File: config.mk
export PLATFORM = sky130hd
export DESIGN_NAME = led_scan_ctrl
export DESIGN_NICKNAME = d
export VERILOG_FILES = /design/src/rtl/led_scan_ctrl.sv
export SDC_FILE = /design/constraint.sdc
export NUM_CORES = 1
export LEC_CHECK = 0
export ABC_AREA = 1
export BUFFER_PORTS_ARGS = -buffer_cell sky130_fd_sc_hd__buf_2
export CORE_ASPECT_RATIO = 1.25
export CORE_MARGIN = 2
export CORE_UTILIZATION = 55
export CTS_BUF_LIST = sky130_fd_sc_hd__clkbuf_8
export CTS_CLUSTER_SIZE = 8
export DETAILED_ROUTE_END_ITERATION = 8
export PLACE_DENSITY_LB_ADDON = 0.1
export RECOVER_POWER = 25
export SYNTH_ARGS = -nofsm -noshare
export SYNTH_HDL_FRONTEND = slang
export SYNTH_SLANG_ARGS = --single-unit
export TNS_END_PERCENT = 30
File: constraint.sdc
create_clock -name clk -period 2.2 [get_ports clk]
set_clock_uncertainty 0.1 [all_clocks]
set_input_delay 0.44 -clock clk [delete_from_list [all_inputs] [get_ports clk]]
set_output_delay 0.44 -clock clk [all_outputs]
set_load 0.005 [all_outputs]
File: src/rtl/led_scan_ctrl.sv
// LED bar scan sequencer for a 3-to-8 one-hot decoder: tick prescaler, IDLE/RUN/PAUSE FSM, four scan modes.
// Define LED_SCAN_BLINK_EN to flash each position at 50% duty while running.
module led_scan_ctrl #(
  parameter int unsigned TICK_DIV = 25000000
) (
  input  logic       clk,
  input  logic       rst,
  input  logic       start,
  input  logic       stop,
  input  logic       pause,
  input  logic [1:0] mode,
  output logic [2:0] sel,
  output logic       dec_en,
  output logic       busy,
  output logic       cycle_done
);

  localparam int unsigned   CW      = (TICK_DIV > 1) ? $clog2(TICK_DIV) : 1;
  localparam logic [CW-1:0] CNT_MAX = CW'(TICK_DIV - 1);
`ifdef LED_SCAN_BLINK_EN
  localparam logic [CW-1:0] CNT_HALF = CW'(TICK_DIV / 2);
`endif

  typedef enum logic [1:0] {IDLE, RUN, PAUSE} state_t;

  state_t        state_q, state_d;
  logic [CW-1:0] cnt_q, cnt_d;
  logic [2:0]    sel_q, sel_d;
  logic          dir_q, dir_d;
  logic [1:0]    mode_q, mode_d;
  logic          en_q, en_d;
  logic          busy_q, busy_d;
  logic          done_q, done_d;
  logic          tick;

  assign tick = (cnt_q == CNT_MAX);

  always_ff @(posedge clk) begin
    if (rst) begin
      state_q <= IDLE;
      cnt_q   <= '0;
      sel_q   <= 3'd0;
      dir_q   <= 1'b0;
      mode_q  <= 2'b00;
      en_q    <= 1'b0;
      busy_q  <= 1'b0;
      done_q  <= 1'b0;
    end else begin
      state_q <= state_d;
      cnt_q   <= cnt_d;
      sel_q   <= sel_d;
      dir_q   <= dir_d;
      mode_q  <= mode_d;
      en_q    <= en_d;
      busy_q  <= busy_d;
      done_q  <= done_d;
    end
  end

  // dir_q: 0 = up, 1 = down; only meaningful for the ping-pong mode
  always_comb begin
    state_d = state_q;
    cnt_d   = cnt_q;
    sel_d   = sel_q;
    dir_d   = dir_q;
    mode_d  = mode_q;
    done_d  = 1'b0;
    case (state_q)
      IDLE: begin
        sel_d = 3'd0;
        cnt_d = '0;
        dir_d = 1'b0;
        if (start && !stop) begin
          state_d = RUN;
          mode_d  = mode;
          if (mode == 2'b01) begin
            sel_d = 3'd7;
            dir_d = 1'b1;
          end
        end
      end
      RUN: begin
        if (stop) begin
          state_d = IDLE;
          sel_d   = 3'd0;
          cnt_d   = '0;
          dir_d   = 1'b0;
        end else if (pause) begin
          state_d = PAUSE;
        end else if (!tick) begin
          cnt_d = cnt_q + 1'b1;
        end else begin
          cnt_d = '0;
          case (mode_q)
            2'b00: begin
              sel_d  = sel_q + 3'd1;
              done_d = (sel_q == 3'd7);
            end
            2'b01: begin
              sel_d  = sel_q - 3'd1;
              done_d = (sel_q == 3'd0);
            end
            2'b10: begin
              sel_d  = dir_q ? (sel_q - 3'd1) : (sel_q + 3'd1);
              done_d = dir_q && (sel_q == 3'd1);
              // Turn around on arrival so each endpoint dwells one period only
              if (!dir_q && sel_q == 3'd6) dir_d = 1'b1;
              if (dir_q && sel_q == 3'd1)  dir_d = 1'b0;
            end
            default: begin
              if (sel_q == 3'd7) begin
                done_d  = 1'b1;
                state_d = IDLE;
                sel_d   = 3'd0;
              end else begin
                sel_d = sel_q + 3'd1;
              end
            end
          endcase
        end
      end
      PAUSE: begin
        if (stop) begin
          state_d = IDLE;
          sel_d   = 3'd0;
          cnt_d   = '0;
          dir_d   = 1'b0;
        end else if (!pause) begin
          state_d = RUN;
        end
      end
      default: begin
        state_d = IDLE;
        sel_d   = 3'd0;
        cnt_d   = '0;
        dir_d   = 1'b0;
      end
    endcase
  end

  always_comb begin
    busy_d = (state_d != IDLE);
`ifdef LED_SCAN_BLINK_EN
    case (state_d)
      RUN:     en_d = (cnt_d < CNT_HALF);
      PAUSE:   en_d = en_q;
      default: en_d = 1'b0;
    endcase
`else
    en_d = busy_d;
`endif
  end

  assign sel        = sel_q;
  assign dec_en     = en_q;
  assign busy       = busy_q;
  assign cycle_done = done_q;

endmodule

# Word-level counts from Yosys, hierarchy flattened
# Index checks and enable logic that the tools add are counted.
# W data, S select, Z words.
dict set report totals {
  ff_bits 35
  inputBits 7
  output_inout_bits 6
  word_cells 77
}
dict set report op_classes {
  add_sub_neg 3
  n_eq_ne 14
  mux 36
  bitwise 2
  n_reduce_logical 15
}
# op count
set ops {}
lappend ops {{$mux W25} 4}
lappend ops {{$pmux W25 S2} 1}
lappend ops {{$add A25 B1 Y25 const B} 1}
lappend ops {{$eq A25 B25 Y1 const B} 1}
lappend ops {{$mux W3} 8}
lappend ops {{$pmux W3 S3} 2}
lappend ops {{$mux W2} 8}
lappend ops {{$mux W1} 10}
lappend ops {{$ne A3 B3 Y1 const B} 3}
lappend ops {{$eq A2 B1 Y1 const B} 3}
lappend ops {{$eq A3 B3 Y1 const B} 2}
lappend ops {{$pmux W1 S3} 2}
lappend ops {{$pmux W2 S3} 1}
lappend ops {{$reduce_and A5 Y1} 1}
lappend ops {{$reduce_or A5 Y1} 1}
lappend ops {{$eq A2 B2 Y1 const B} 2}
lappend ops {{$logic_not A2 Y1} 2}
lappend ops {{$ne A4 B4 Y1 const B} 1}
lappend ops {{$reduce_and A2 Y1} 2}
lappend ops {{$add A3 B1 Y3 const B} 1}
lappend ops {{$eq A3 B1 Y1 const B} 1}
lappend ops {{$logic_and A1 B1 Y1} 3}
lappend ops {{$logic_not A3 Y1} 1}
lappend ops {{$reduce_and A3 Y1} 1}
lappend ops {{6 further kinds} 8}

# Logic depth before layout (Yosys ltp)
# Gate-level depths: netlist of run 1.
dict set report logic_depth {
  ltp_word 9
  ltp_mapped 12
  ltp_nobuf 12
}

# Worst setup path after synthesis of run 1
# OpenSTA, ideal clock, no wires.
dict set report synth_timing {
  kind {flip-flop to flip-flop}
  start {register cnt_q[0]}
  end {register cnt_q[5]}
  setup_time_ns 0.116
  t_arrival_ns 1.409
  required_time_ns 1.984
  setup_slack_ns 0.576
  stages_incl_launch_ff 12
  n_path_buf 1
  synth_period_minus_slack_ns 1.624
  path_cell_list {dfxtp_1 ha_1 nand2_1 nor2_2 nand2_1 nor2_1 nand3_1 nand2_2 nand2_2 nand2_2 buf_6 nor2_1}
}
dict set report synth_via {
  elab_chain_len 5
  word_cells_on_any_way 6
  classes_between {add/sub: 1; eq/ne: 1; mux: 4}
}
# element line_no
set synth_lines {}
lappend synth_lines {{start, declared} 27} ;# logic [CW-1:0] cnt_q, cnt_d;
lappend synth_lines {{start signal, assigned} 50} ;# cnt_q <= cnt_d;
lappend synth_lines {{$add A25 B1 Y25 / $eq A25 B25 Y1 (equally long branches)} {91, 36}}
lappend synth_lines {{$mux W25 (*)} 90} ;# end else if (!tick) begin
lappend synth_lines {{$mux W25 (*)} 88} ;# end else if (pause) begin
lappend synth_lines {{$mux W25 (*)} 83} ;# if (stop) begin
lappend synth_lines {{$pmux W25 S2 (*)} 68} ;# case (state_q)
# Every way passes the cells marked *; elsewhere a longest branch is shown, timed or not. The select of a mux whose other input is x is not followed.
# A chain may end at the register's enable or synchronous reset.

# Worst setup path after layout of run 1
dict set report layout_timing {
  start {register cnt_q[0]}
  end {register cnt_q[11]}
}
# The elaborated chain is that of the path after synthesis.

==> summary.txt, run 1 <==
Run status
  • Status: finished, final reports clean

Logic synthesis
  • Post-synth top area share: 33.14%
  • FF+latch count, synth: 35
  • Main synth FF type: dfxtp_1
  • Yosys Warn Count: 0
  • Distinct cells, synth: 32
  • Most frequent cell after synthesis: nand2_1
  • Post-synthesis sequential area ratio: approximately 33%
  • Top cells by area, synth: dfxtp_1 (33%), nand2_1 (14%), nor2_1 (9.2%)
  • Post-Syn Nets: approximately 330
  • Mapped Cells: 314
  • Avg Cell Area, Syn: 6.734 sq um
  • Top post-synthesis cells by count: nand2_1 (80), nor2_1 (52), inv_1 (37)
  • Synth area leader: dfxtp_1
  • Async set-or-reset flop fraction in the synthesized netlist: 0%
  • Post-synth EDFFs: 0
  • Mapped Area: 2115 sq um

Clock network
  • Clock slew at reported path FFs: ~0.070 ns
  • CTS tree: done
  • Cts hold-fix bufs: 0
  • # H-tree levels: 2
  • Clock Latency Late Sink: 0.29 ns
  • Clock buffer count from CTS: 5
  • # clock sinks: 35
  • Clock buffer depth: 2
  • Root Buffer: clkbuf_8

Route
  • Routed Antenna Nets: 0
  • Routed WL per cell: 12.58 um
  • Detailed Route WL: 4.667 mm
  • TritonRoute pass-1 iters: 4
  • Drt drc: 0
  • DR vias: 1,970
  • Drt initial violations: 78
  • Via-to-Cell Ratio: 5.310

Cells and area
  • Fill cells: 369
  • Layout cells sized above 1: 11.48%
  • Non-Filler Instances: 371
  • Multi-input gate area: 1222 sq um
  • ANT cells: 0
  • Area growth from synthesis to layout: 7.752%
  • Post-layout net count: 348
  • Storage cell area: 700.7 sq um
  • Final design utilization: 61.21%

Placement
  • Final HPWL from detailed placement: between 3 and 4 mm
  • Port buffer count: 12
  • Post-placement cell count: roughly 360
  • Final Wtd Congestion: roughly 0.90

Floorplanning
  • Die Y: 73.33 um
  • Core area: around 3700 sq um
  • Chip Width: 59.46 um
  • Row cnt: 25
  • Die area: 4360 sq um
  • Ports: 13
  • Initial Util: 56.81%

Timing
  • Setup TNS: 0 ns
  • Worst hold margin: roughly 0.28 ns
  • Max-Slew Margin vs Limit: a little under three quarters
  • Worst-margin pin slew: 0.4179 ns
  • Final critical-path share of the clock period: 84.70%
  • Period minus WS final: roughly 1.9 ns
  • Maximum clock rate: approximately 540 MHz
  • Final setup violation count: 0
  • Max Slew Vio Count: 0
  • RSZ-0062 raised after global routing: no
  • Final Hold Vio Count: 0

Critical path
  • CP max FO: 22
  • Setup crit end kind: register
  • Max incr delay on CP: 0.38 ns
  • CP max stage cell: dfxtp_1
  • Critical Path AT: 1.94 ns
  • CP cell instances: ha_1, nand2_1, nor2_2, nand2_1, nor2_1, nand3_1, nand2_2, nand2_2, nand2_4, nor2_1
  • WP data required: approximately 2.3 ns
  • Crit path launch type: register
  • Setup Crit Path Kind: register to register

Job
  • Max_cap viols: 0

GRT
  • Vias in the first global route: ~1.8k
  • Total track usage: about a quarter
  • Largest net degree at the start of global routing: 23
  • Initial antenna violation count: 0
  • Overflow after GRT: 0
  • Global-route wire length before repair: 7.948 mm

Power and ir drop
  • Leak Pwr: 0.9758 nW
  • VDD IR max: 269.0 uV
  • PD cells: between 500 and 600 nW/um^2

Worst hold path
  • Hold crit path type: input pin to register
[layer usage]
layer | global-route usage [%] | wire [um] | vias to the layer above
li1 | - | - | 1026
met1 | 25.08 | 1875 | 895
met2 | 45.54 | 2540 | 38
met3 | 4.577 | 150 | 11
met4 | 9.343 | 101 | 0
met5 | 0 | 0 | -
[worst max-delay path: cells and delay by family (launching register included)]
family / cells / cell delay (ns)
adders and majority gates: 1 / 0.18
DFF: 1 / 0.38
and+or+nand+nor: 9 / 1.08
[placed cells by master, fill, tap and decap left out]
| master | netlist | layout |
|---|---|---|
| nand3b_1 | 2 | 2 |
| nor2_2 | 3 | 3 |
| or2_2 | 1 | 1 |
| inv_4 | 1 | 1 |
| nor4_1 | 1 | 1 |
| o21ai_0 | 9 | 9 |
| nor2_1 | 52 | 52 |
| nor3_4 | 1 | 1 |
| o21bai_1 | 1 | 1 |
| nand4_1 | 9 | 9 |
| inv_1 | 37 | 39 |
| nand3_1 | 23 | 23 |
| nor3_1 | 8 | 9 |
| a31o_2 | 1 | 1 |
| nor3_2 | 3 | 2 |
| xor2_1 | 8 | 8 |
| inv_2 | 3 | 3 |
| ha_1 | 11 | 11 |
| dfxtp_1 | 35 | 35 |
| nand3_2 | 2 | 2 |
| nand2_2 | 3 | 2 |
| a311oi_1 | 1 | 1 |
| nand2_4 | 1 | 2 |
| xnor2_1 | 4 | 4 |
| o21ba_2 | 1 | 1 |
| a211oi_1 | 1 | 1 |
| clkbuf_8 | 0 | 5 |
| nand2_1 | 80 | 80 |
| buf_4 | 1 | 1 |
| buf_2 | 1 | 12 |
| clkinv_2 | 0 | 1 |
| a21oi_1 | 7 | 7 |
| o211ai_1 | 1 | 1 |
[stage by stage]
step,area (sq um),total power [W],worst slack [ns]
after floorplan,2115,0.0007306,0.5756
after global routing,2278,0.001233,0.1329
after CTS,2278,0.001195,0.1648
after detailed placement,2197,0.0007559,0.1787
after global placement,2197,0.0007544,0.2327
final,2278,0.001192,0.3366
[flip-flops by register name, summed over array words and instances (netlist names)]
name	cells
busy	1
mode_q	2
sel	3
cnt_q	25
dir_q	1
state_q	2
cycle_done	1
[kinds of logic after synthesis]
| family | share of synthesized area (%) |
|---|---|
| AND/OR/NAND/NOR | 40.18 |
| buffers and inverters | 9.053 |
| flip-flops | 33.14 |
| AO/OA/AOI/OAI | 6.154 |
| XOR/XNOR | 4.970 |
| adder cells (fa/ha/maj) | 6.509 |
[layout make-up]
class	instances	area share [%]
repair buffers	13	2.965
clock inverters	3	0.5491
clock buffers	5	3.020
well taps	40	2.197
inverters	41	6.864
flip-flops and latches	35	30.75
multi-input cells	234	53.65
[path summary, 6_finish.rpt]
kind / depth (start not counted) / slack [ns] / startpoint / to
worst min register to register: 2 / 0.40 / cnt_q[1]$_SDFFE_PP0P_ / cnt_q[1]$_SDFFE_PP0P_
worst max-delay path: 10 / 0.34 / cnt_q[0]$_SDFFE_PP0P_ / cnt_q[11]$_SDFFE_PP0P_
worst max register to register: 10 / 0.34 / cnt_q[0]$_SDFFE_PP0P_ / cnt_q[11]$_SDFFE_PP0P_
worst min-delay path: 2 / 0.28 / rst / cnt_q[8]$_SDFFE_PP0P_
[power breakdown]
part           internal (W)  switching [W]
logic             0.0000323      0.0000580
clock network      0.000213       0.000236
registers          0.000642      0.0000101
total              0.000888       0.000304
[what timing repair did]
item / 4_1_cts / 5_1_grt
endpoints found under the setup margin: 0 / 17
gates resized for setup: 0 / 1
buffers inserted: 0 / 0
(Power assumes the default switching activity.)
==> run 2: changes to the inputs <==
==> constraint.sdc (replaced) <==
create_clock -name clk -period 1.7 [get_ports clk]
set_clock_uncertainty 0.1 [all_clocks]
set_input_delay 0.34 -clock clk [delete_from_list [all_inputs] [get_ports clk]]
set_output_delay 0.34 -clock clk [all_outputs]
set_load 0.005 [all_outputs]
==> summary.txt, run 2 (synthesized netlist as in run 1, its figures left out) <==
Cells and area
  • Post-layout net count: 370
  • ANT cells: 0
  • Commonest non-fill, non-tap cell in the layout: nand2_1
  • Fill cells: 350
  • Design Area, Final: 2551 sq um
  • Layout cells sized above 1: 20.96%
  • Area growth from synthesis to layout: 20.65%
  • Non-Filler Instances: 393
  • Largest register FFs: 25
  • Biggest register: cnt_q
  • Commonest non-fill, non-tap cells in the layout: nand2_1 (77), nor2_1 (48), inv_1 (38), dfxtp_1 (32), nand3_1 (23)

Timing
  • Max-Slew Margin vs Limit: 70.76%
  • Final critical-path share of the clock period: 99.44%
  • Final setup violation count: 0
  • Max Slew Vio Count: 0
  • Worst-margin pin slew: 0.4381 ns
  • Final Hold Vio Count: 0
  • Maximum clock rate: 591.5 MHz
  • RSZ-0062 raised after global routing: yes
  • Period minus WS final: 1.690 ns
  • Worst hold margin: ~0.17 ns

Critical path
  • Max incr delay on CP: 0.36 ns
  • WP data required: about 1.8 ns
  • Depth of the most critical reg-to-reg path: 11
  • Crit Reg-Reg Endpoint: cnt_q[5]$_SDFFE_PP0P_
  • Reg2reg start: cnt_q[1]$_SDFFE_PP0P_
  • Setup Crit Path Kind: register to register
  • Setup crit end kind: register
  • CP cell instances: ha_4, nand2_2, nor2_2, nand2_1, nor2_1, nand3_1, nand2_2, nand2_4, nand2_4, clkbuf_16, nor2_1
  • CP max stage cell: dfxtp_2
  • CP max FO: 11
  • R2r setup slk: 0.01 ns
  • Critical Path AT: 1.78 ns
  • Crit path launch type: register

Clock network
  • Clock slew at reported path FFs: 0.07 ns
  • Cts hold-fix bufs: 0
  • CTS tree: done
  • Clock buffer depth: 2
  • Clock buffer count from CTS: 5
  • # clock sinks: 35
  • # H-tree levels: 2
  • Root Buffer: clkbuf_8
  • Clock Latency Late Sink: 0.30 ns

Route
  • Detailed Route WL: 5.079 mm
  • Routed WL per cell: 12.92 um
  • DR vias: 2,092
  • Via-to-Cell Ratio: 5.323
  • Drt drc: 0
  • Drt initial violations: 84
  • TritonRoute pass-1 iters: 4
  • Routed Antenna Nets: 0

Job
  • Max_cap viols: 0

Power and ir drop
  • VDD IR max: 341.0 uV
  • PD cells: about 650 nW/um^2
  • Leak Pwr: ~1.1 nW

Placement
  • Final Wtd Congestion: approximately 0.9
  • Final HPWL from detailed placement: 3.908 mm
  • Dpl cell area: 2367 sq um
  • Post-placement cell count: 384
  • Port buffer count: 12

Worst hold path
  • WHS Endpoint: cnt_q[1]$_SDFFE_PP0P_
  • Hold Crit Depth: 2
  • Hold crit path type: input pin to register
  • Hold_sp: rst

GRT
  • Initial antenna violation count: 0
  • Largest net degree at the start of global routing: 23
  • Global-route wire length before repair: roughly 8.0 mm
  • Overflow after GRT: 0
  • Vias in the first global route: 1,881
  • Total track usage: 24.76%

Floorplanning
  • Ports: 13
  • Die area: 4360 sq um
  • Initial Util: between 50% and 60%
  • Die Y: 73.33 um
  • Chip Width: 59.46 um
  • Core area: 3722 sq um
  • Row cnt: 25

Run status
  • Status: finished, final reports clean
-- run 2: cell count changes in the layout (fill, tap and decap cells not counted), sizes merged --
cell / delta
buf: +20
clkbuf: +4
clkinv: -1
inv: -1
-- run 2: worst max path at each step --
stage,slack (ns),startpoint,cells after the start,end
floorplan,0.08,cnt_q[0]$_SDFFE_PP0P_,11,cnt_q[5]$_SDFFE_PP0P_
global placement,0.07,sel[0]$_SDFFE_PP0P_,7,sel[0]$_SDFFE_PP0P_
detailed placement,0.05,cnt_q[0]$_SDFFE_PP0P_,11,cnt_q[8]$_SDFFE_PP0P_
CTS,0.03,cnt_q[0]$_SDFFE_PP0P_,11,cnt_q[8]$_SDFFE_PP0P_
global route,-0.11,cnt_q[1]$_SDFFE_PP0P_,13,state_q[0]$_SDFF_PP0_
finish,0.01,cnt_q[1]$_SDFFE_PP0P_,11,cnt_q[5]$_SDFFE_PP0P_
-- run 2: final cells by class --
| type | count | area [sq um] | share of cell area [%] |
|---|---|---|---|
| clock buffers | 7 | 96.34 | 3.776 |
| clock inverters | 1 | 3.754 | 0.1471 |
| inverters | 41 | 156.4 | 6.130 |
| multi-input cells | 234 | 1271 | 49.83 |
| flip-flops and latches | 35 | 704.4 | 27.61 |
| well taps | 40 | 50.05 | 1.962 |
| repair buffers | 35 | 269.0 | 10.54 |
-- run 2: repair_timing --
item | 4_1_cts | 5_1_grt
resized for setup | 0 | 18
buffers inserted | 0 | 0
setup endpoints to repair | 0 | 31
-- run 2: per-layer routing --
| layer | GRT usage [%] | vias up | routed length, um |
|---|---|---|---|
| met5 | 0 | - | 0 |
| met4 | 15.40 | 0 | 235 |
| met3 | 4.225 | 19 | 121 |
| met2 | 46.89 | 39 | 2764 |
| met1 | 23.81 | 959 | 1957 |
| li1 | - | 1075 | - |
-- run 2: worst max-delay path, delay by kind of cell (launching register included) --
kind	cells	cell delay, ns
DFF	1	0.36
and+or+nand+nor	9	0.82
adders and majority gates	1	0.14
buffers and inverters	1	0.17
-- run 2: stage by stage --
stage | TNS, ns | util (%) | setup WS, ns | power, W
CTS | 0 | 66.29 | 0.02843 | 0.001643
detailed placement | 0 | 63.60 | 0.04647 | 0.0009901
global route | -2.397 | 68.54 | -0.1078 | 0.001704
floorplan | 0 | - | 0.07557 | 0.0009455
finish | 0 | 68.54 | 0.009506 | 0.001651
global placement | 0 | 63.60 | 0.06931 | 0.0009882
-- run 2: report_power, final --
part | internal [W] | total [W] | switching, W
logic | 0.0000585 | 0.000143 | 0.0000842
clock network | 0.000364 | 0.000664 | 0.000301
registers | 0.000832 | 0.000844 | 0.0000123
total | 0.00125 | 0.00165 | 0.000397
==> run 3: changes to the inputs <==
--- a/config.mk
+++ b/config.mk
@@ -6,14 +6,14 @@
 export NUM_CORES = 1
 export LEC_CHECK = 0
 export ABC_AREA = 1
-export BUFFER_PORTS_ARGS = -buffer_cell sky130_fd_sc_hd__buf_2
 export CORE_ASPECT_RATIO = 1.25
 export CORE_MARGIN = 2
 export CORE_UTILIZATION = 55
 export CTS_BUF_LIST = sky130_fd_sc_hd__clkbuf_8
 export CTS_CLUSTER_SIZE = 8
 export DETAILED_ROUTE_END_ITERATION = 8
-export PLACE_DENSITY_LB_ADDON = 0.1
+export DONT_BUFFER_PORTS = 1
+export PLACE_DENSITY = 0.73
 export RECOVER_POWER = 25
 export SYNTH_ARGS = -nofsm -noshare
 export SYNTH_HDL_FRONTEND = slang
==> summary.txt, run 3 (synthesized netlist as in run 1, its figures left out) <==
Run status
  • Status: finished, final reports clean

Power and ir drop
  • Combinational share of power: 8.3%
  • Part of the power in the clock network: between 30% and 40%
  • Total power: 0.001547 W
  • Leak Pwr: 1.071 nW
  • Switching share of total power: 24.80%
  • Net switching power: 0.0003838 W
  • Reg power frac: 54.5%
  • PD cells: 618.7 nW/um^2
  • VDD IR max: approximately 470 uV
  • Internal power: 0.001164 W

Timing
  • Max-Slew Margin vs Limit: 72.83%
  • Final critical-path share of the clock period: 96.07%
  • Max Slew Vio Count: 0
  • Worst hold margin: ~0.13 ns
  • Final Hold Vio Count: 0
  • Worst-margin pin slew: 0.4070 ns
  • RSZ-0062 raised after global routing: yes
  • Maximum clock rate: 612.3 MHz
  • Period minus WS final: between 1.5 and 2 ns
  • Final setup violation count: 0

Critical path
  • R2r setup slk: approximately 0.067 ns
  • Critical Path AT: 1.71 ns
  • WP data required: ~1.8 ns
  • Crit. Startpoint: cnt_q[1]$_SDFFE_PP0P_
  • Depth of the most critical reg-to-reg path: 11
  • CP max FO: 11
  • Setup crit end kind: register
  • Crit Reg-Reg Endpoint: cnt_q[15]$_SDFFE_PP0P_
  • Setup Crit Path Kind: register to register
  • Crit path launch type: register
  • CP endpoint: cnt_q[15]$_SDFFE_PP0P_
  • Reg2reg start: cnt_q[1]$_SDFFE_PP0P_

Floorplanning
  • Ports: 13
  • Die Y: 73.33 um
  • Initial Util: 56.81%
  • Chip Width: a little under 60 um
  • Die area: 4360 sq um
  • Row cnt: 25
  • Core area: 3722 sq um

Worst hold path
  • Hold Crit Depth: 2
  • Hold crit path type: input pin to register

Cells and area
  • Largest register FFs: 25
  • Non-Filler Instances: 379
  • Layout cells sized above 1: a little under a fifth
  • Final design utilization: between 60% and 70%
  • Commonest non-fill, non-tap cells in the layout: nand2_1 (76), nor2_1 (47), inv_1 (37), dfxtp_1 (31), nand3_1 (22)
  • Biggest register: cnt_q
  • ANT cells: 0
  • Area growth from synthesis to layout: 18.28%
  • Post-layout net count: 356
  • Commonest non-fill, non-tap cell in the layout: nand2_1

GRT
  • Total track usage: 24.14%
  • Initial antenna violation count: 0
  • Global-route wire length before repair: 8.024 mm
  • Vias in the first global route: around 2.0k
  • Overflow after GRT: 0
  • Largest net degree at the start of global routing: 13

Clock network
  • # H-tree levels: 2
  • CTS tree: done
  • # clock sinks: 35
  • Clock Latency Late Sink: 0.29 ns
  • Clock buffer count from CTS: 5
  • Clock slew at reported path FFs: approximately 0.070 ns
  • Clock buffer depth: 2
  • Root Buffer: clkbuf_8

Route
  • Via-to-Cell Ratio: 5.372
  • Drt drc: 0
  • TritonRoute pass-1 iters: 4
  • Routed WL per cell: around 12 um
  • Detailed Route WL: 4.733 mm
  • DR vias: 2,036
  • Routed Antenna Nets: 0
  • Drt initial violations: roughly 110

Placement
  • Final Wtd Congestion: slightly below 0.9
  • Post-placement cell count: 365
  • Port buffer count: 0
  • Final HPWL from detailed placement: 3.517 mm

Job
  • Max_cap viols: 0
-- run 3: cell types whose count changed in the layout (fill, tap and decap cells not counted), sizes merged --
cell | before | now
buf | 33 | 20
clkbuf | 9 | 5
clkinvlp | 0 | 1
clkinv | 0 | 1
dlygate4sd3 | 0 | 1
-- run 3: worst min path at each step --
stage             from                     end  slack (ns)
6_report       mode[0]  mode_q[0]$_SDFFE_PP0P_        0.13
4_1_cts        mode[0]  mode_q[0]$_SDFFE_PP0P_        0.12
3_5_place_dp       rst  mode_q[0]$_SDFFE_PP0P_        0.31
2_1_floorplan      rst   cnt_q[1]$_SDFFE_PP0P_        0.31
5_1_grt        mode[0]  mode_q[0]$_SDFFE_PP0P_        0.13
3_3_place_gp       rst   cnt_q[8]$_SDFFE_PP0P_        0.31
-- run 3: worst max-delay path, cell delays in order (launching register included) --
cell and delay (ns):
dfxtp_2 0.35, ha_4 0.15, nand2_4 0.06, nor2_4 0.10, nand2_2 0.07, nor2_2 0.12, nand3_2 0.10, nand2_4 0.09
nand2_4 0.07, nand2_4 0.11, buf_12 0.14, nor2_1 0.05
-- run 3: cell type report --
cell class	instances	area, sq um
multi-input cells	234	1308
clock buffers	5	68.82
well taps	40	50.05
clock inverters	3	16.27
inverters	41	156.4
fillers	319	1221
repair buffers	21	196.4
flip-flops and latches	35	705.7
-- run 3: metal layers --
metal  GRT usage (%)  part of all wire (%)  up-vias
met1           25.98                    40      920
li1                -                     -     1050
met2           42.86                    52       49
met5               0                     0        -
met4           13.38                   3.6        0
met3           4.930                   4.0       17
-- run 3: power groups by stage --
stage | Combinational, W | Sequential, W | Clock, W
finish | 0.000129 | 0.000844 | 0.000575
CTS | 0.000125 | 0.000843 | 0.000592
global route | 0.000148 | 0.000845 | 0.000635
detailed placement | 0.000112 | 0.000861 | 0
global placement | 0.000111 | 0.000861 | 0
floorplan | 0.0000853 | 0.000860 | 0
-- run 3: timing repair --
action / 4_1_cts / 5_1_grt
setup endpoints to repair: 20 / 31
hold endpoints to repair: 3 / 0
pin swaps: 2 / 8
cloned: 1 / 0
buffers inserted: 1 / 3
hold buffers: 1 / 0
resized for setup: 8 / 20
-- run 3: through the flow --
stage / setup WS (ns) / cell area, sq um / TNS, ns
final: 0.06679 / 2501 / 0
after CTS: 0.02064 / 2412 / 0
after floorplan: 0.07557 / 2115 / 0
after global routing: -0.04296 / 2501 / -0.5818
after global placement: 0.05860 / 2255 / 0
after detailed placement: 0.009308 / 2255 / 0
